File: src/rtl/weight_config_master_pkg.sv
// Shared definitions for the weight/bias configuration bus.
// Optional build macro: CFG_CHECKSUM_EN (adds a running checksum output).
package weight_config_master_pkg;

  // Width of every word on the config bus; neurons use the same width.
  localparam int CFG_WORD_W = 32;

  typedef enum logic [2:0] {
    ST_IDLE   = 3'd0,
    ST_WEIGHT = 3'd1,
    ST_BIAS   = 3'd2,
    ST_NEXT   = 3'd3,
    ST_DONE   = 3'd4
  } cfg_state_e;

endpackage : weight_config_master_pkg

File: src/rtl/weight_config_master_cfg_counter.sv
// Loadable up-counter with a terminal-count flag (count == last_i).
// Used by weight_config_master for the weight index and the neuron index.
module weight_config_master_cfg_counter #(
  parameter int W = 8
) (
  input  logic         clk,
  input  logic         rst,
  input  logic         load_i,
  input  logic [W-1:0] load_val_i,
  input  logic         inc_i,
  input  logic [W-1:0] last_i,
  output logic [W-1:0] count_o,
  output logic         tc_o
);

  logic [W-1:0] count_d;
  logic [W-1:0] count_q;

  // Next-count selection: load wins over increment.
  always_comb begin
    // NOTE: default assignment first so no path leaves count_d unassigned (no latch).
    count_d = count_q;
    if (load_i) begin
      count_d = load_val_i;
    end else if (inc_i) begin
      count_d = count_q + W'(1);
    end
  end

  // Count register with asynchronous reset.
  always_ff @(posedge clk or posedge rst) begin
    if (rst) begin
      count_q <= '0;
    end else begin
      // NOTE: non-blocking so every register samples pre-edge values.
      count_q <= count_d;
    end
  end

  assign count_o = count_q;
  assign tc_o    = (count_q == last_i);

endmodule : weight_config_master_cfg_counter

File: src/rtl/weight_config_master.sv
// Transmitter of the neuron weight/bias configuration bus. One start loads
// one layer: per neuron, numWeights weight writes then one bias write.
// Optional build macro: CFG_CHECKSUM_EN adds output 'checksum', the wrapping
// sum of all words accepted for the current command.
module weight_config_master
  import weight_config_master_pkg::*;
#(
  parameter int maxNeurons = 32,
  parameter int maxWeights = 784
) (
  input  logic                              clk,
  input  logic                              rst,
  input  logic                              start,
  input  logic [CFG_WORD_W-1:0]             layerNum,
  input  logic [$clog2(maxNeurons+1)-1:0]   numNeurons,
  input  logic [$clog2(maxWeights+1)-1:0]   numWeights,
  input  logic [CFG_WORD_W-1:0]             s_data,
  input  logic                              s_valid,
  output logic                              s_ready,
  output logic                              weightValid,
  output logic [CFG_WORD_W-1:0]             weightValue,
  output logic                              biasValid,
  output logic [CFG_WORD_W-1:0]             biasValue,
  output logic [CFG_WORD_W-1:0]             configLayerNum,
  output logic [CFG_WORD_W-1:0]             configNeuronNum,
  output logic                              busy,
  output logic                              done,
  output logic                              cfgErr
`ifdef CFG_CHECKSUM_EN
  ,
  output logic [CFG_WORD_W-1:0]             checksum
`endif
);

  localparam int NW = $clog2(maxNeurons + 1);
  localparam int WW = $clog2(maxWeights + 1);

  cfg_state_e             state_q;
  logic                   weightValid_q;
  logic                   biasValid_q;
  logic                   cfgErr_q;
  logic [CFG_WORD_W-1:0]  weightValue_q;
  logic [CFG_WORD_W-1:0]  biasValue_q;
  logic [CFG_WORD_W-1:0]  configLayerNum_q;
  logic [NW-1:0]          neuron_last_q;
  logic [WW-1:0]          weight_last_q;

  logic          accept;
  logic          start_ok;
  logic          start_go;
  logic [NW-1:0] neuron_cnt;
  logic          neuron_tc;
  logic [WW-1:0] weight_cnt;
  logic          weight_tc;

  // A command is legal only when both sizes are within 1..max.
  assign start_ok = (numNeurons != '0) && (numNeurons <= NW'(maxNeurons)) &&
                    (numWeights != '0) && (numWeights <= WW'(maxWeights));
  assign start_go = (state_q == ST_IDLE) && start && start_ok;

  assign s_ready  = (state_q == ST_WEIGHT) || (state_q == ST_BIAS);
  assign accept   = s_valid && s_ready;

  // Weight index: restarts at every legal start and at every neuron boundary.
  weight_config_master_cfg_counter #(.W(WW)) u_weight_cnt (
    .clk        (clk),
    .rst        (rst),
    .load_i     (start_go || (state_q == ST_NEXT)),
    .load_val_i ('0),
    .inc_i      ((state_q == ST_WEIGHT) && accept),
    .last_i     (weight_last_q),
    .count_o    (weight_cnt),
    .tc_o       (weight_tc)
  );

  // Neuron index: doubles as configNeuronNum; advances only in NEXT so it
  // never moves in a strobe cycle.
  weight_config_master_cfg_counter #(.W(NW)) u_neuron_cnt (
    .clk        (clk),
    .rst        (rst),
    .load_i     (start_go),
    .load_val_i ('0),
    .inc_i      ((state_q == ST_NEXT) && !neuron_tc),
    .last_i     (neuron_last_q),
    .count_o    (neuron_cnt),
    .tc_o       (neuron_tc)
  );

  // Command FSM with registered strobes, data and error flag.
  always_ff @(posedge clk or posedge rst) begin
    if (rst) begin
      state_q          <= ST_IDLE;
      weightValid_q    <= 1'b0;
      biasValid_q      <= 1'b0;
      cfgErr_q         <= 1'b0;
      weightValue_q    <= '0;
      biasValue_q      <= '0;
      configLayerNum_q <= '0;
      neuron_last_q    <= '0;
      weight_last_q    <= '0;
    end else begin
      weightValid_q <= 1'b0;
      biasValid_q   <= 1'b0;
      case (state_q)
        ST_IDLE: begin
          if (start) begin
            if (start_ok) begin
              configLayerNum_q <= layerNum;
              neuron_last_q    <= numNeurons - NW'(1);
              weight_last_q    <= numWeights - WW'(1);
              cfgErr_q         <= 1'b0;
              state_q          <= ST_WEIGHT;
            end else begin
              cfgErr_q <= 1'b1;
              state_q  <= ST_DONE;
            end
          end
        end
        ST_WEIGHT: begin
          if (accept) begin
            weightValid_q <= 1'b1;
            weightValue_q <= s_data;
            if (weight_tc) begin
              state_q <= ST_BIAS;
            end
          end
        end
        ST_BIAS: begin
          if (accept) begin
            biasValid_q <= 1'b1;
            biasValue_q <= s_data;
            state_q     <= ST_NEXT;
          end
        end
        ST_NEXT: begin
          state_q <= neuron_tc ? ST_DONE : ST_WEIGHT;
        end
        ST_DONE: begin
          state_q <= ST_IDLE;
        end
        default: begin
          state_q <= ST_IDLE;
        end
      endcase
    end
  end

`ifdef CFG_CHECKSUM_EN
  logic [CFG_WORD_W-1:0] checksum_q;

  // Wrapping sum of accepted words, cleared by each legal start.
  always_ff @(posedge clk or posedge rst) begin
    if (rst) begin
      checksum_q <= '0;
    end else if (start_go) begin
      checksum_q <= '0;
    end else if (accept) begin
      checksum_q <= checksum_q + s_data;
    end
  end

  assign checksum = checksum_q;
`endif

  assign weightValid     = weightValid_q;
  assign weightValue     = weightValue_q;
  assign biasValid       = biasValid_q;
  assign biasValue       = biasValue_q;
  assign configLayerNum  = configLayerNum_q;
  assign configNeuronNum = CFG_WORD_W'(neuron_cnt);
  assign cfgErr          = cfgErr_q;
  assign busy            = (state_q != ST_IDLE);
  assign done            = (state_q == ST_DONE);

endmodule : weight_config_master

File: config.mk
export PLATFORM = sky130hd
export DESIGN_NAME = weight_config_master
export DESIGN_NICKNAME = d
export VERILOG_FILES = /design/src/rtl/weight_config_master_pkg.sv /design/src/rtl/weight_config_master_cfg_counter.sv /design/src/rtl/weight_config_master.sv
export SDC_FILE = /design/constraint.sdc
export NUM_CORES = 1
export LEC_CHECK = 0
export CAP_MARGIN = 10
export CORE_ASPECT_RATIO = 0.9
export CORE_MARGIN = 2
export CORE_UTILIZATION = 34
export DETAILED_ROUTE_END_ITERATION = 16
export PLACE_DENSITY = 0.69
export SYNTH_ARGS = -nofsm -noshare
export SYNTH_HDL_FRONTEND = slang
export SYNTH_HIERARCHICAL = 1
export SYNTH_SLANG_ARGS = --single-unit
File: constraint.sdc
create_clock -name clk -period 4.6 [get_ports clk]
set_clock_uncertainty 0.05 [all_clocks]
set_input_delay 0.92 -clock clk [delete_from_list [all_inputs] [get_ports clk]]
set_output_delay 0.92 -clock clk [all_outputs]
set_load 0.02 [all_outputs]
==> impl_results.md <==
* Leading area contributor after synthesis: dfrtp_1
* Number of H-tree levels at 4
* Sequential cell area at 3350 um2
* DRC viols at 0
* Layout cells sized above 1 at 0.222
* Total Power at between 5 and 6 mW
* Pwr Density at between 600 and 700 nW/um2
* CP Data Arrival Time at 3.96 ns
* I/O Buffers at between 150 and 200
* Core Util, Final at 0.499
* Area Growth Syn to Fin at 43.4%
* Setup TNS at 0 ns
* Prevailing post-synth register cell: dfrtp_1
* I/O pin total at 218
* Initial antenna violation count at 0
* Multi-input gate area at between 2000 and 3000 um2
* Post-synthesis register bit count at approximately 130
* Routed vias at 4289
* Final Cycle Share at 0.807
* Worst ir drop on vdd at between 0.0003 and 0.0004 V
* Syn Inst Count at approximately 470
* Hold WS at 0.442 ns
* Drt total wl at 14800 um
* Synth area leaders: dfrtp_1, mux2_2, buf_4, xnor2_1, xor2_1
* Max Slew Vio Count at 0
* Most frequent cell after synthesis: dfrtp_1
* Drt pass-1 iters at 4
* Static Leakage at between 3 and 4 nW
* Flop2flop setup slack at 1.71 ns
* Final hold viol count at 0
* Crit Path Class: primary input to flop
* Crit end category: flop
* Wire length of the first global-routing pass at 24500 um
* Worst R2R End: u_weight_cnt/count_o[9]
* WHS Endpoint: cfgErr
* RD Place Congestion at 0.780
* Clock latency on the worst-skew pair at ~0.41 ns
* Initial DRC Count at 130
* Initial core utilization at 0.348
* WP data required at ~4.8 ns
* Via density at 4.62
* Max-cap violations at 0
* Crit path largest cell delay at 0.56 ns
* Vias in the first global route at 4625
* Seq/Total Area, Yosys at 0.545
* Async set or reset register ratio after synthesis at 1.00
* Number of post-CTS setup repair buffers at 0
* Routed Antenna Nets at 0
* Achievable frequency at 269 MHz
* CTS Hold Bufs at 0
* Top cell type's share of synthesized area at 0.545
* Slowest library cell on the worst path: nand2_1
* Status: finished clean
* Mapped Area at 6150 um2
* Placed Cells at 899
* Synth cell count leaders: dfrtp_1, mux2_2, buf_4
* Clock-pin slew on the worst setup and hold paths at 0.05 ns
* R2R Path Start: state_q[0]
* Delay-heaviest family, CP: simple AND/OR/NAND/NOR gates
* Headroom to the max-slew limit at 0.601
* Ys Warns at 6
* Post_cts resized at 0
* Worst-path cell chain: clkdlybuf4s50_1 > inv_1 > ha_1 > nor4b_1 > xnor2_1 > nand4_4 > nand2_1 > nor2b_1 > a221o_1 > a211o_1
* Startpoint types: primary input
* Unrepaired setup endpoints after global routing: no
* Synth unique cells at 52
* Total gr overflow at 0
* Clk sinks at 134
* Post-synth EDFFs at 0
* Die height at approximately 130 um
* CTS tree: built
* Tmin final at 3.71 ns
* GRT Overall Usage at 0.162
* Hold Crit Depth at 1
* Largest net degree at the start of global routing at 75
* Hold Crit Class: flop to flop
* Fin nets at between 700 and 800
* Final HPWL DP at 10600 um
* Avg Cell Area, Syn at approximately 13 um2
* Core footprint at 17700 um2
* Die Wd at ~150 um
* Fillers at 1545
* Full die area at 19200 um2
* Worst slew pin tran at ~0.60 ns
* CTS Root Cell: clkbuf_16
* TritonCTS Buffers at 17
* Non-Filler Instances at 929
* Post-DR wirelength/cell at ~16 um
* Maximum clock insertion buffer count at 2
* # setup viols final at 0
* CP bufs+invs at 2
* Worst-path maximum fanout at 23
* Row count at between 40 and 50
* Reg2Reg Depth at 7
* Antenna Cells at 0
* HP Start: cfgErr
## cell type report
| cell class | count | area share |
|---|---|---|
| Inverter | 14 | 0.00624 |
| Timing Repair Buffer | 196 | 0.222 |
| Tap cell | 240 | 0.0340 |
| Sequential cell | 134 | 0.380 |
| Multi-Input combinational cell | 315 | 0.290 |
| Clock inverter | 12 | 0.0176 |
| Clock buffer | 18 | 0.0498 |
## cells by family (layout without fill, tap and decap cells)
kind of cell / Yosys count / in the layout / share of synthesized area
DFF: 134 / 134 / 0.545
AOI/OAI and AO/OA: 32 / 32 / 0.0350
and+or+nand+nor: 85 / 85 / 0.0787
buffers and inverters: 61 / 240 / 0.0673
adders and majority gates: 6 / 6 / 0.0122
other: 1 / 42 / 0.000610
muxes: 114 / 114 / 0.210
xor gates and xnor gates: 36 / 36 / 0.0513
## state kept, by name, summed over array words and instances (netlist names)
name                  flops
cfgErr                    1
biasValid                 1
weightValue              32
weight_last_q            10
configLayerNum           32
u_neuron_cnt/count_o      6
biasValue                32
neuron_last_q             6
u_weight_cnt/count_o     10
weightValid               1
state_q                   3
## worst max-delay path by stage
stage	startpoint	end	slack, ns	depth (start not counted)
2_1_floorplan	rst	biasValid	0.50	1
3_3_place_gp	numNeurons[0]	u_weight_cnt/count_o[9]	0.68	10
4_1_cts	numNeurons[0]	u_weight_cnt/count_o[9]	0.85	10
6_report	numNeurons[0]	u_weight_cnt/count_o[9]	0.89	10
3_5_place_dp	numNeurons[0]	u_weight_cnt/count_o[9]	0.45	10
5_1_grt	numNeurons[0]	u_weight_cnt/count_o[9]	0.60	10
## metal layers
| layer | track usage | wire length (um) | part of all wire | vias to the layer above |
|---|---|---|---|---|
| li1 | - | - | - | 2003 |
| met1 | 0.184 | 5890 | 0.40 | 2095 |
| met5 | 0 | 0 | 0 | - |
| met3 | 0.0823 | 1560 | 0.11 | 20 |
| met4 | 0.0654 | 265 | 0.018 | 0 |
| met2 | 0.258 | 7090 | 0.48 | 171 |
## metrics by stage
step | area, um2 | setup WS, ns
2_1_floorplan | 6300 | 0.501
3_3_place_gp | 8230 | 0.675
3_5_place_dp | 8230 | 0.446
4_1_cts | 8820 | 0.851
5_1_grt | 8820 | 0.600
6_report | 8820 | 0.886
## report_power, final
part | total, mW | switching, mW | leakage (nW) | internal, mW
combinational | 2.19 | 1.01 | 1.81 | 1.18
clock | 1.36 | 0.497 | 0.288 | 0.861
sequential | 2.03 | 0.371 | 1.62 | 1.66
total | 5.57 | 1.87 | 3.72 | 3.70
## cells in the final DEF (no fill, tap or decap), drive strengths merged, types with 12 or more instances in the layout
cell,count
xnor2,19
clkbuf,18
inv,15
o21ai,12
nand2,24
xor2,17
conb,42
nand3,14
clkdlybuf4s50,191
dfrtp,134
mux2,110
Note: power is estimated with default switching activity, not from simulation.
